### config.mk
export PLATFORM = sky130hd
export DESIGN_NAME = booth_mac_accum
export DESIGN_NICKNAME = d
export VERILOG_FILES = /design/src/rtl/booth_pkg.sv /design/src/rtl/booth_sat_add.sv /design/src/rtl/booth_mac_accum.sv
export SDC_FILE = /design/constraint.sdc
export NUM_CORES = 1
export LEC_CHECK = 0
export BUFFER_PORTS_ARGS = -buffer_cell sky130_fd_sc_hd__buf_2
export CORE_ASPECT_RATIO = 1.1
export CORE_MARGIN = 2
export CORE_UTILIZATION = 40
export CTS_BUF_LIST = sky130_fd_sc_hd__clkbuf_16
export DETAILED_ROUTE_END_ITERATION = 10
export GPL_ROUTABILITY_DRIVEN = 0
export SYNTH_ARGS = -nofsm -noshare
export SYNTH_HDL_FRONTEND = slang
export SYNTH_HIERARCHICAL = 1
export SYNTH_SLANG_ARGS = --single-unit
### constraint.sdc
create_clock -name clk -period 4.8 [get_ports clk]
set_clock_uncertainty 0.2 [all_clocks]
set_input_delay 0.96 -clock clk [delete_from_list [all_inputs] [get_ports clk]]
set_output_delay 0.96 -clock clk [all_outputs]
set_load 0.1 [all_outputs]
### src/rtl/booth_pkg.sv
// Shared definitions for the Booth multiplier datapath and its downstream MAC stages.
package booth_pkg;

    localparam int PW_DEF = 32;
    localparam int AW_DEF = 40;
    localparam int CW_DEF = 8;

    typedef enum logic {
        ACC = 1'b0,
        OUT = 1'b1
    } state_t;

    // Clamp limits as raw bit patterns; callers keep the low aw bits.
    function automatic logic [127:0] sat_max(input int aw);
        sat_max = (128'd1 << (aw - 1)) - 128'd1;
    endfunction

    function automatic logic [127:0] sat_min(input int aw);
        sat_min = 128'd1 << (aw - 1);
    endfunction

endpackage

### src/rtl/booth_sat_add.sv
// Combinational saturating add of a sign-extended product into a wider signed accumulator.
module booth_sat_add
    import booth_pkg::*;
#(
    parameter int AW = AW_DEF,
    parameter int PW = PW_DEF
) (
    input  logic [AW-1:0] i_acc,
    input  logic [PW-1:0] i_p,
    output logic [AW-1:0] o_sum,
    output logic          o_sat_flag
);

    localparam logic [127:0] MAX_W = sat_max(AW);
    localparam logic [127:0] MIN_W = sat_min(AW);
    localparam logic [AW-1:0] MAX_V = MAX_W[AW-1:0];
    localparam logic [AW-1:0] MIN_V = MIN_W[AW-1:0];

    logic [AW:0] w_sum_ext;

    // One guard bit: the true sign sits in bit AW, so a mismatch with bit AW-1 is overflow.
    assign w_sum_ext  = {i_acc[AW-1], i_acc} + {{(AW + 1 - PW){i_p[PW-1]}}, i_p};
    assign o_sat_flag = w_sum_ext[AW] ^ w_sum_ext[AW-1];

    always_comb begin
        o_sum = w_sum_ext[AW-1:0];
        if (o_sat_flag) begin
            o_sum = w_sum_ext[AW] ? MIN_V : MAX_V;
        end
    end

endmodule

### src/rtl/booth_mac_accum.sv
// Accumulates p_last-delimited product sequences into a saturating sum; result held on a
// valid/ready output while input is stalled (one bubble per sequence).
module booth_mac_accum
    import booth_pkg::*;
#(
    parameter int PW = PW_DEF,
    parameter int AW = AW_DEF,
    parameter int CW = CW_DEF
) (
    input  logic          clk,
    input  logic          rst,
    input  logic          in_valid,
    output logic          in_ready,
    input  logic [PW-1:0] p,
    input  logic          p_last,
    output logic          out_valid,
    input  logic          out_ready,
    output logic [AW-1:0] acc_out,
    output logic [CW-1:0] out_count,
    output logic          overflow
);

    state_t        r_state;
    state_t        w_next_state;
    logic [AW-1:0] r_acc;
    logic [CW-1:0] r_cnt;
    logic          r_ovf;
    logic [AW-1:0] r_acc_out;
    logic [CW-1:0] r_cnt_out;
    logic          r_ovf_out;

    logic          w_accept;
    logic          w_handshake;
    logic [AW-1:0] w_sum;
    logic          w_sat_flag;
    logic [CW-1:0] w_cnt_inc;
    logic          w_ovf_nxt;

    booth_sat_add #(
        .AW(AW),
        .PW(PW)
    ) u_sat_add (
        .i_acc      (r_acc),
        .i_p        (p),
        .o_sum      (w_sum),
        .o_sat_flag (w_sat_flag)
    );

    // Count sticks at all-ones; the sum keeps accumulating regardless.
    assign w_cnt_inc = (&r_cnt) ? r_cnt : r_cnt + CW'(1);
    assign w_ovf_nxt = r_ovf | w_sat_flag;

    always_ff @(posedge clk) begin
        if (rst) begin
            r_state <= ACC;
        end else begin
            r_state <= w_next_state;
        end
    end

    always_comb begin
        w_next_state = r_state;
        in_ready     = 1'b0;
        out_valid    = 1'b0;
        w_accept     = 1'b0;
        w_handshake  = 1'b0;
        case (r_state)
            ACC: begin
                in_ready = 1'b1;
                w_accept = in_valid;
                if (in_valid && p_last) begin
                    w_next_state = OUT;
                end
            end
            OUT: begin
                out_valid = 1'b1;
                if (out_ready) begin
                    w_handshake  = 1'b1;
                    w_next_state = ACC;
                end
            end
            default: w_next_state = ACC;
        endcase
    end

    always_ff @(posedge clk) begin
        if (rst) begin
            r_acc     <= '0;
            r_cnt     <= '0;
            r_ovf     <= 1'b0;
            r_acc_out <= '0;
            r_cnt_out <= '0;
            r_ovf_out <= 1'b0;
        end else if (w_accept) begin
            r_acc <= w_sum;
            r_cnt <= w_cnt_inc;
            r_ovf <= w_ovf_nxt;
            if (p_last) begin
                r_acc_out <= w_sum;
                r_cnt_out <= w_cnt_inc;
                r_ovf_out <= w_ovf_nxt;
            end
        end else if (w_handshake) begin
            r_acc <= '0;
            r_cnt <= '0;
            r_ovf <= 1'b0;
        end
    end

    assign acc_out   = r_acc_out;
    assign out_count = r_cnt_out;
    assign overflow  = r_ovf_out;

endmodule

# Word level (Yosys, flattened, before mapping)
# Index checks and enable logic that the tools add are counted.
[word_totals]
regBits = 99
input_bits = 37
output_inout_bits = 51
elab_cells = 33
[op_classes]
n_addsub = 2
n_mux = 17
bitwise = 3
reduce_logical = 4
[ops]
columns = ["cell", "n"]
rows = [
  ["two-way mux 40 bit", 4],
  ["adder 40 x 32 -> 41 bit", 1],
  ["two-way mux 8 bit", 3],
  ["two-way mux 1 bit", 9],
  ["adder 8 x 1 -> 8 bit (second input constant)", 1],
  ["AND reduction 8 bit", 1],
  ["case mux 1 bit (2 select lines)", 1],
  ["AND reduction 2 bit", 1],
  ["nonzero test 2 bit", 1],
  ["logical AND 1 bit", 1],
  ["inverter 1 bit", 1],
  ["OR 1 bit", 1],
  ["bitwise XOR 1 bit", 1],
]

# Logic depth before layout (Yosys ltp)
# Gate-level depths: netlist of run 1.
[logic_depth]
word_depth = 4
depth_mapped = 13
mapped_depth_nobuf = 12

# Modules after synthesis
# The synthesis of run 1 kept the hierarchy.
[by_module_without_submodules]
columns = ["module", "n_inst", "cells_per_inst", "area_per_inst_um2", "seq_area_each_um2"]
rows = [
  ["booth_mac_accum", 1, 414, 3597.2, 1981.9],
  ["booth_sat_add", 1, 388, 2874.0, 0.0],
]

# Least setup slack after synthesis of run 1
# Ideal clock, no wire load.
[synth_path]
path_type = "input -> register"
startpoint = "input p[15]"
endpoint = "register r_acc[1]"
setup_ns = 0.128
arrival_time_ns = 3.777
t_required_ns = 4.472
setup_slack_ns = 0.696
path_stages = 13
path_buffers = 2
cell_sequence = "ha_1 > buf_6 > a21o_1 > a311o_1 > a221o_1 > or3_4 > o22a_4 > a41oi_4 > a211oi_4 > buf_6 > maj3_2 > a22oi_1 > nor2_1"
[synth_via]
elab_chain_len = 4
word_cells_on_any_way = 5
cone_classes = "add/sub: 1; mux: 3; bitwise: 1"
[synth_lines]
columns = ["element", "line", "text"]
rows = [
  ["start, declared", "booth_mac_accum.sv:14", "input logic [PW-1:0] p,"],
  ["adder 40 x 32 -> 41 bit *", "booth_sat_add.sv:22", "assign w_sum_ext = {i_acc[AW-1], i_acc} + {{(AW + 1 - PW){i_p[PW-1]}}, i_p};"],
  ["two-way mux 40 bit / bitwise XOR 1 bit (equally long branches)", "booth_sat_add.sv:28, booth_sat_add.sv:23", ""],
  ["two-way mux 40 bit *", "booth_sat_add.sv:27", "if (o_sat_flag) begin"],
  ["named net w_sum[1]", "booth_mac_accum.sv:34", "logic [AW-1:0] w_sum;"],
  ["two-way mux 40 bit *", "booth_mac_accum.sv:94", "end else if (w_accept) begin"],
  ["end signal, assigned", "booth_mac_accum.sv:95", "r_acc <= w_sum;"],
  ["end, declared", "booth_mac_accum.sv:25", "logic [AW-1:0] r_acc;"],
]
# The timed path passes the listed nets; every way through them passes the cells marked *.
# A chain may end at the register's enable or synchronous reset.

# Final worst setup path of run 1
[layout_path]
startpoint = "input p[13]"
endpoint = "register r_acc[0]"
# Same word-level chain as after synthesis.

==> results.md, run 1 <==
- Critical-path top delay cell: or3_4
- RSZ-0062 raised after global routing: no
- Post-synthesis compound-gate area fraction: 0.267
- Clk_lat worst skew: between 0.3 and 0.4 ns
- Synth Area per Inst: a little over 8 µm²
- Vias per Instance: roughly 5.6
- Sequential-to-total area share from yosys stat: 0.306
- Post-route clock period utilization: 0.858
- Slew HR: 0.350
- Root Driver: clkbuf_16
- Fill cells: 1617
- Final hold viol count: 0
- Critical Path Fanout Max: 20
- Synth Instances: ~800
- Status: finished clean
- # diodes: 0
- Std cell rows: 48
- Overflow after GRT: 0
- Synth Area in Simple Gates: 0.177
- Full die area: between 15000 and 20000 µm²
- Post-CTS Resized: 0
- Vias: 5916
- Synth Warn #: 6
- Multi-input logic area: 4180 µm²
- Asr flop ratio synth: 0
- Max frequency: roughly 0.24 GHz
- Die H: between 100 and 150 µm
- Initial antenna violation count: 0
- Post-synth EDFFs: 0
- Antenna Violating Nets Remaining: 0
- Post-synthesis register bit count: 99
- Sequential cell area: between 1500 and 2000 µm²
- Core Util, Final: 0.465
- Worst Path Required: between 4 and 5 ns
- Clock sinks: 99
- # port buffers: slightly below 90
- Setup TNS: 0 ns
- Routed wire length: 16900 µm
- Max-cap check violation count: 0
- P_leak: around 3.1 nW
- WL per Instance: about 16 µm
- Min Tclk post-route: roughly 4.1 ns
- Crit. End Element: register
- Most frequent cells in the layout: 122 x nand2_1, 99 x dfxtp_1, 90 x a21oi_1, 87 x buf_2, 71 x nor2_1
- Sum of buffers and inverters on the critical path: 2
- First-pass iteration count of the detailed router: 5
- Vias in the first global route: around 5700
- Slowest Stage Delay on Critical Path: just over 0.4 ns
- DRC errors left: 0
- Initial Util: 0.411
- Worst VDD drop: around 0.00024 V
- Kind of critical path: in -> reg
- Largest net degree at the start of global routing: 55
- Post-CTS Hold Buffers: 0
- Syn nets: roughly 880
- CTS tree: built
- First-pass GRT wire length: around 28000 µm
- Pre-CTS setup slack: 0.309 ns
- Synth Area in Adders: 0.150
- Post-synthesis mux area share: 0.00155
- Measured slew at the worst slew-check pin: between 0.9 and 1 ns
- DP HPWL: 11700 µm
- CP arrival: roughly 4.2 ns
- Worst-path cell chain: buf_2, ha_1, a21o_1, a311o_1, a221o_1, or3_4, o22a_4, a41oi_4, a211oi_4, buf_4, maj3_1, a22oi_1, nor2_1
- Final nets: between 900 and 1000
- Core ar.: approximately 16000 µm²
- Die W: ~130 µm
- Io pins: between 80 and 90
- GR Util All Layers: 0.199
- Setup slack after layout: slightly below 0.7 ns
- Crit start category: input port
- Main combinational cell family by area after synthesis: compound AO/OA/AOI/OAI gates
- Clock-pin slew on the worst setup and hold paths: around 0.070 ns
- Final Max Slew Viols: 0
- Top FF cell, synth: dfxtp_1
- Share of post-route cells with drive strength above 1: 0.195
- Area Growth Syn to Fin: 13.0%
- Power Density: around 530 nW/µm²
- Netlist cell types: between 70 and 80
- Iteration-0 DRC Markers: 347
- Cts bufs inserted: 9
- H-tree depth: 3
- Mapped Area: around 6500 µm²
- HP Class: reg -> reg
- CTS Buffer Depth: 2
- Post-CTS Setup Inserts: 0
- Final setup viols: 0
- Synth Area in XOR/XNOR: 0.0487
- Most common cell after layout, fill and taps aside: nand2_1
- WHS: approximately 0.25 ns
- CP top delay family: compound AO/OA/AOI/OAI gates
## layout make-up
class | count | share of cell area
clock buffers | 9 | 0.0308
clock inverters | 7 | 0.0106
inverters | 14 | 0.00718
multi-input cells | 635 | 0.572
flip-flops and latches | 99 | 0.271
well taps | 200 | 0.0342
repair buffers | 98 | 0.0742
## kinds of logic (layout without fill, tap and decap cells)
group / count (synthesis) / count (layout)
compound gates: 258 / 258
buf+inv: 68 / 128
simple gates: 259 / 259
xor+xnor: 36 / 36
fa+ha+maj: 81 / 81
flops: 99 / 99
mux: 1 / 1
## sequential cells by signal (all words and copies together) (netlist names)
signal,cells
r_cnt,8
r_ovf,1
r_state,1
r_acc,40
out_count,8
overflow,1
acc_out,40
## where the power goes
| part | leakage [nW] | internal [mW] | switching, mW |
|---|---|---|---|
| combinational | 2.19 | 0.768 | 1.32 |
| sequential | 0.809 | 0.957 | 0.0769 |
| clock | 0.145 | 0.409 | 0.352 |
| total | 3.15 | 2.13 | 1.74 |
## worst register-to-register path: cells and delay by family, from the launching register on
family / cells / cell delay [ns]
AO/OA/AOI/OAI: 7 / 1.65
flip-flops: 1 / 0.32
buffers and inverters: 1 / 0.24
adder cells (fa/ha/maj): 2 / 0.75
AND/OR/NAND/NOR: 2 / 0.46
## stage by stage
step / instance area (µm²) / total power [mW] / instances
5_1_grt: 7310 / 4.14 / 1062
3_3_place_gp: 7010 / 3.11 / 1046
4_1_cts: 7310 / 3.89 / 1062
3_5_place_dp: 7010 / 3.12 / 1046
6_report: 7310 / 3.88 / 1062
2_1_floorplan: 6470 / 2.76 / 802
## cells in the mapped netlist (7+ instances only)
library cell  number  share of area
inv_1             14         0.0081
nand2_1          122          0.071
nand3_1           13          0.010
a31oi_1            9         0.0087
xnor2_1           25          0.034
ha_1              41          0.079
and3_1             8         0.0077
a21oi_1           90          0.070
nor3_1            10         0.0077
nor2_1            71          0.041
a211oi_1           7         0.0081
a22oi_1           41          0.048
dfxtp_1           99           0.31
o21a_1             7         0.0081
buf_2             13          0.010
maj3_2            38          0.066
o21ai_0           28          0.022
clkbuf_1          33          0.019
xor2_1            11          0.015
a21o_1            26          0.030
## final timing paths
kind	start	to	slack (ns)	depth (start not counted)
worst max register to register	r_acc[13]$_SDFFE_PP0P_	r_acc[0]$_SDFFE_PP0P_	1.05	12
worst max-delay path	p[13]	r_acc[0]$_SDFFE_PP0P_	0.68	13
worst min register to register	acc_out[13]$_SDFFE_PP0P_	acc_out[13]$_SDFFE_PP0P_	0.25	2
worst min-delay path	acc_out[13]$_SDFFE_PP0P_	acc_out[13]$_SDFFE_PP0P_	0.25	2
## per-layer routing
layer	share of wire	vias to the layer above	GRT usage	wire length (µm)
met5	0	-	0	0
met4	0.017	0	0.0753	290
met3	0.039	17	0.0252	665
met2	0.45	135	0.331	7630
met1	0.49	2746	0.267	8320
li1	-	3018	-	-
No activity file was read; power rests on OpenSTA's default activity.
==> inputs of run 2 (changes only) <==
--- a/config.mk
+++ b/config.mk
@@ -8,7 +8,7 @@
 export BUFFER_PORTS_ARGS = -buffer_cell sky130_fd_sc_hd__buf_2
 export CORE_ASPECT_RATIO = 1.1
 export CORE_MARGIN = 2
-export CORE_UTILIZATION = 40
+export CORE_UTILIZATION = 25
 export CTS_BUF_LIST = sky130_fd_sc_hd__clkbuf_16
 export DETAILED_ROUTE_END_ITERATION = 10
 export GPL_ROUTABILITY_DRIVEN = 0
==> results.md, run 2 (synthesized netlist as in run 1, its figures left out) <==
- Most common cell after layout, fill and taps aside: nand2_1
- Fill cells: 2781 (+72%)
- Reg2reg path depth: 12 (unchanged)
- Post-CTS Setup Inserts: 0 (unchanged)
- H-tree depth: 3 (unchanged)
- Measured slew at the worst slew-check pin: 0.964 ns (-0.0110 ns)
- Hold Crit Start: acc_out[34]$_SDFFE_PP0P_
- Worst reg2reg path startpoint: r_acc[15]$_SDFFE_PP0P_
- Die W: 157 µm (+26%)
- Vias in the first global route: 5762 (+0.30%)
- WL per Instance: 15.0 µm (-5.6%)
- Crit start category: input port
- Clk_lat worst skew: 0.36 ns (about the same)
- Most frequent cells in the layout: 122 x nand2_1, 99 x dfxtp_1, 90 x a21oi_1, 87 x buf_2, 71 x nor2_1
- Full die area: 27200 µm² (+58%)
- Worst-path cell chain: buf_2, ha_1, a21o_1, a311o_1, a221o_1, or3_4, o22a_4, a41oi_4, a211oi_4, buf_4, maj3_1, a22oi_1, nor2_1
- Slew HR: 0.356 (+0.00590)
- Final hold viol count: 0 (unchanged)
- Antenna Violating Nets Remaining: 0 (unchanged)
- # port buffers: 87 (unchanged)
- Area Growth Syn to Fin: 16.0%
- Sum of buffers and inverters on the critical path: 2 (unchanged)
- Worst hold endpoint: acc_out[34]$_SDFFE_PP0P_
- Max-cap check violation count: 0 (unchanged)
- Initial antenna violation count: 0 (unchanged)
- Final Max Slew Viols: 0 (unchanged)
- Clock-pin slew on the worst setup and hold paths: 0.07 ns (about the same)
- Worst VDD drop: 0.000173 V (-27%)
- Root Driver: clkbuf_16
- Setup TNS: 0 ns (unchanged)
- Setup slack, reg-to-reg: 1.01 ns (-0.04 ns)
- Vias: 6007 (+1.5%)
- Post-CTS Resized: 0 (unchanged)
- Slowest Stage Delay on Critical Path: 0.41 ns (about the same)
- First-pass iteration count of the detailed router: 4 (-1)
- Overflow after GRT: 0 (unchanged)
- Critical-path top delay cell: or3_4
- Worst hold stages: 2 (unchanged)
- Die H: 173 µm (+26%)
- Largest net degree at the start of global routing: 65 (+18%)
- Kind of critical path: in -> reg
- Status: finished clean
- P_leak: 3.16 nW (+0.49%)
- Worst path depth: 13 (unchanged)
- Post-DP Area: 7210 µm² (+2.9%)
- Power Density: 515 nW/µm² (-2.8%)
- Max frequency: 0.241 GHz (-0.90%)
- Final nets: 942 (+0.64%)
- Initial Util: 0.255 (-0.156)
- Cts bufs inserted: 9 (unchanged)
- FF-to-FF End: r_acc[0]$_SDFFE_PP0P_
- Crit. End Element: register
- First-pass GRT wire length: 29600 µm (+4.8%)
- RSZ-0062 raised after global routing: no
- Clock sinks: 99 (unchanged)
- Post-route clock period utilization: 0.866 (+0.00777)
- # diodes: 0 (unchanged)
- CP top delay family: compound AO/OA/AOI/OAI gates
- Vias per Instance: 4.95 (-11%)
- HP Class: reg -> reg
- Io pins: 88 (unchanged)
- DP HPWL: 13500 µm (+16%)
- CTS tree: built
- Final setup viols: 0 (unchanged)
- DRC errors left: 0 (unchanged)
- Worst Setup SP: p[15]
- GR Util All Layers: 0.135 (-0.0641)
- Critical Path Fanout Max: 17 (-15%)
- Post-CTS Hold Buffers: 0 (unchanged)
- Final Cell Area: 7500 µm² (+2.6%)
- CP arrival: 4.18 ns (+0.03 ns)
- CTS Buffer Depth: 2 (unchanged)
- Core ar.: 25300 µm² (+61%)
- Share of post-route cells with drive strength above 1: 0.200 (+0.00557)
- Iteration-0 DRC Markers: 340 (-2.0%)
- Min Tclk post-route: 4.16 ns (+0.0373 ns)
- Std cell rows: 61 (+27%)
- Routed wire length: 18300 µm (+8.0%)
- Worst Path Required: 4.83 ns (about the same)
-- run 2: through the flow --
stage	worst slack [ns]	cells	total power, mW	util	hold slack, ns
6_report	0.643	1214	3.87	0.296	0.254
2_1_floorplan	0.696	802	2.76	-	0.267
3_3_place_gp	0.367	1198	3.14	0.285	0.242
4_1_cts	0.658	1214	3.89	0.296	0.255
5_1_grt	0.520	1214	4.13	0.296	0.274
3_5_place_dp	0.287	1198	3.14	0.285	0.245
-- run 2: final cells by class --
cell class              count  area [µm²]  share of cell area
clock buffers               9         225              0.0300
clock inverters             7        65.1             0.00867
inverters                  14        52.6             0.00700
multi-input cells         635        4180               0.557
flip-flops and latches     99        1980               0.264
well taps                 346         433              0.0577
repair buffers            104         563              0.0750
-- run 2: tightest hold or removal path, stage by stage (launching register included) --
cell     delay, ns
dfxtp_1       0.31
nand2_1       0.05
a21oi_1       0.05
-- run 2: report_power, final --
group	switching (mW)	internal (mW)	total [mW]
registers	0.0756	0.956	1.03
clock network	0.362	0.365	0.727
logic	1.34	0.769	2.11
-- run 2: layer usage --
metal  vias to the layer above  track usage  wire, µm
li1                       3029            -         -
met1                      2827        0.178      8560
met2                       134        0.222      8490
met3                        17       0.0238       878
met4                         0       0.0458       326
met5                         -            0         0
-- run 2: worst max-delay path by stage --
stage	end	slack (ns)
after floorplan	r_acc[1]$_SDFFE_PP0P_	0.70
after global placement	r_acc[18]$_SDFFE_PP0P_	0.37
after detailed placement	r_acc[0]$_SDFFE_PP0P_	0.29
after CTS	r_acc[0]$_SDFFE_PP0P_	0.66
after global routing	r_acc[6]$_SDFFE_PP0P_	0.52
final	r_acc[0]$_SDFFE_PP0P_	0.64
==> inputs of run 3 (changes only) <==
--- a/config.mk
+++ b/config.mk
@@ -8,10 +8,11 @@
 export BUFFER_PORTS_ARGS = -buffer_cell sky130_fd_sc_hd__buf_2
 export CORE_ASPECT_RATIO = 1.1
 export CORE_MARGIN = 2
-export CORE_UTILIZATION = 25
+export CORE_UTILIZATION = 49
 export CTS_BUF_LIST = sky130_fd_sc_hd__clkbuf_16
 export DETAILED_ROUTE_END_ITERATION = 10
 export GPL_ROUTABILITY_DRIVEN = 0
+export PLACE_DENSITY = 0.7
 export SYNTH_ARGS = -nofsm -noshare
 export SYNTH_HDL_FRONTEND = slang
 export SYNTH_HIERARCHICAL = 1
==> results.md, run 3 (synthesized netlist as in run 1, its figures left out) <==
- Clock-pin slew on the worst setup and hold paths: 0.07 ns (about the same)
- Iteration-0 DRC Markers: 338 (-0.59%)
- DRC errors left: 0 (unchanged)
- Sequential cell area: 1980 µm² (unchanged)
- H-tree depth: 3 (unchanged)
- CP arrival: 4.17 ns (about the same)
- Share of post-route cells with drive strength above 1: 0.193 (-0.00789)
- Final hold viol count: 0 (unchanged)
- DP HPWL: 11200 µm (-17%)
- First-pass iteration count of the detailed router: 5 (+1)
- Largest net degree at the start of global routing: 85 (+31%)
- Multi-input logic area: 4180 µm² (unchanged)
- Final Cell Area: 7210 µm² (-4.0%)
- Critical Path Fanout Max: 21 (+4)
- Pre-CTS setup slack: 0.301 ns (+0.0140 ns)
- Most frequent cells in the layout: 122 x nand2_1, 99 x dfxtp_1, 90 x a21oi_1, 87 x buf_2, 71 x nor2_1
- Setup TNS: 0 ns (unchanged)
- Antenna Violating Nets Remaining: 0 (unchanged)
- Critical-path top delay cell: or3_4
- WL per Instance: 15.6 µm (+3.8%)
- First-pass GRT wire length: 26400 µm (-11%)
- Slowest Stage Delay on Critical Path: 0.41 ns (about the same)
- Max-cap check violation count: 0 (unchanged)
- Vias: 5889 (-2.0%)
- Kind of critical path: in -> reg
- Most common cell after layout, fill and taps aside: nand2_1
- Worst Path Required: 4.81 ns (-0.02 ns)
- Initial antenna violation count: 0 (unchanged)
- Core Util, Final: 0.552 (+0.256)
- Post-CTS Hold Buffers: 0 (unchanged)
- Status: finished clean
- Die W: 114 µm (-28%)
- Min Tclk post-route: 4.15 ns (-0.00454 ns)
- Worst VDD drop: 0.000225 V (+30%)
- Overflow after GRT: 0 (unchanged)
- Vias per Instance: 5.76 (+16%)
- Final nets: 936 (-0.64%)
- # port buffers: 87 (unchanged)
- Worst-path cell chain: buf_2, ha_1, a21o_1, a311o_1, a221o_1, or3_4, o22a_4, a41oi_4, a211oi_4, buf_4, maj3_1, a22oi_1, nor2_1
- Post-CTS Resized: 0 (unchanged)
- Io pins: 88 (unchanged)
- Measured slew at the worst slew-check pin: 0.913 ns (-0.0518 ns)
- Std cell rows: 44 (-28%)
- Full die area: 14100 µm² (-48%)
- Vias in the first global route: 5472 (-5.0%)
- Fill cells: 1293 (-54%)
- Post-route clock period utilization: 0.865 (-0.000946)
- Core ar.: 13000 µm² (-49%)
- Power Density: 524 nW/µm² (+1.7%)
- P_leak: 3.13 nW (-1.2%)
- RSZ-0062 raised after global routing: no
- Clk_lat worst skew: 0.36 ns (about the same)
- Setup slack after layout: 0.647 ns (+0.00454 ns)
- Slew HR: 0.392 (+0.0360)
- Crit. End Element: register
- Cts bufs inserted: 9 (unchanged)
- Initial Util: 0.496 (+0.241)
- # diodes: 0 (unchanged)
- Post-CTS Setup Inserts: 0 (unchanged)
- Routed wire length: 16000 µm (-13%)
- Total power: 3.77 mW (-2.3%)
- CTS tree: built
- HP Class: reg -> reg
- GR Util All Layers: 0.227 (+0.0913)
- Final setup viols: 0 (unchanged)
- Area Growth Syn to Fin: 11.4%
- Clock sinks: 99 (unchanged)
- Crit start category: input port
- Post-DP Area: 6940 µm² (-3.8%)
- Max frequency: 0.241 GHz (+0.11%)
- Final Max Slew Viols: 0 (unchanged)
- Die H: 125 µm (-28%)
- Root Driver: clkbuf_16
- CTS Buffer Depth: 2 (unchanged)
==> run 3: layout make-up <==
| class | instances | area share |
|---|---|---|
| Inverter | 14 | 0.00729 |
| Clock buffer | 9 | 0.0313 |
| Tap cell | 161 | 0.0280 |
| Sequential cell | 99 | 0.275 |
| Multi-Input combinational cell | 635 | 0.580 |
| Clock inverter | 7 | 0.00625 |
| Timing Repair Buffer | 98 | 0.0719 |
==> run 3: layer usage <==
layer  GRT usage  part of all wire
met5           0                 0
met4      0.0811             0.017
met3      0.0326             0.037
met2       0.372              0.47
met1       0.303              0.47
==> run 3: power by group <==
part           internal (mW)  total (mW)  switching [mW]
combinational          0.751        2.06            1.30
clock                  0.350       0.686           0.336
sequential             0.957        1.03          0.0757
==> run 3: path summary, 6_finish.rpt <==
check	startpoint	to	slack (ns)	cells past startpoint
setup reg to reg	r_acc[13]$_SDFFE_PP0P_	r_acc[0]$_SDFFE_PP0P_	1.02	12
hold / removal	acc_out[3]$_SDFFE_PP0P_	acc_out[3]$_SDFFE_PP0P_	0.25	2
setup / recovery	p[13]	r_acc[0]$_SDFFE_PP0P_	0.65	13
hold reg to reg	acc_out[3]$_SDFFE_PP0P_	acc_out[3]$_SDFFE_PP0P_	0.25	2
==> run 3: metrics by stage <==
stage          hold slack (ns)  cells
2_1_floorplan            0.267    802
3_3_place_gp             0.240   1007
3_5_place_dp             0.243   1007
4_1_cts                  0.253   1023
5_1_grt                  0.271   1023
6_report                 0.251   1023
==> run 3: worst max-delay path, delay by kind of cell <==
| family | cells | cell delay [ns] |
|---|---|---|
| simple gates | 2 | 0.47 |
| buf+inv | 2 | 0.35 |
| fa+ha+maj | 2 | 0.73 |
| compound gates | 7 | 1.65 |
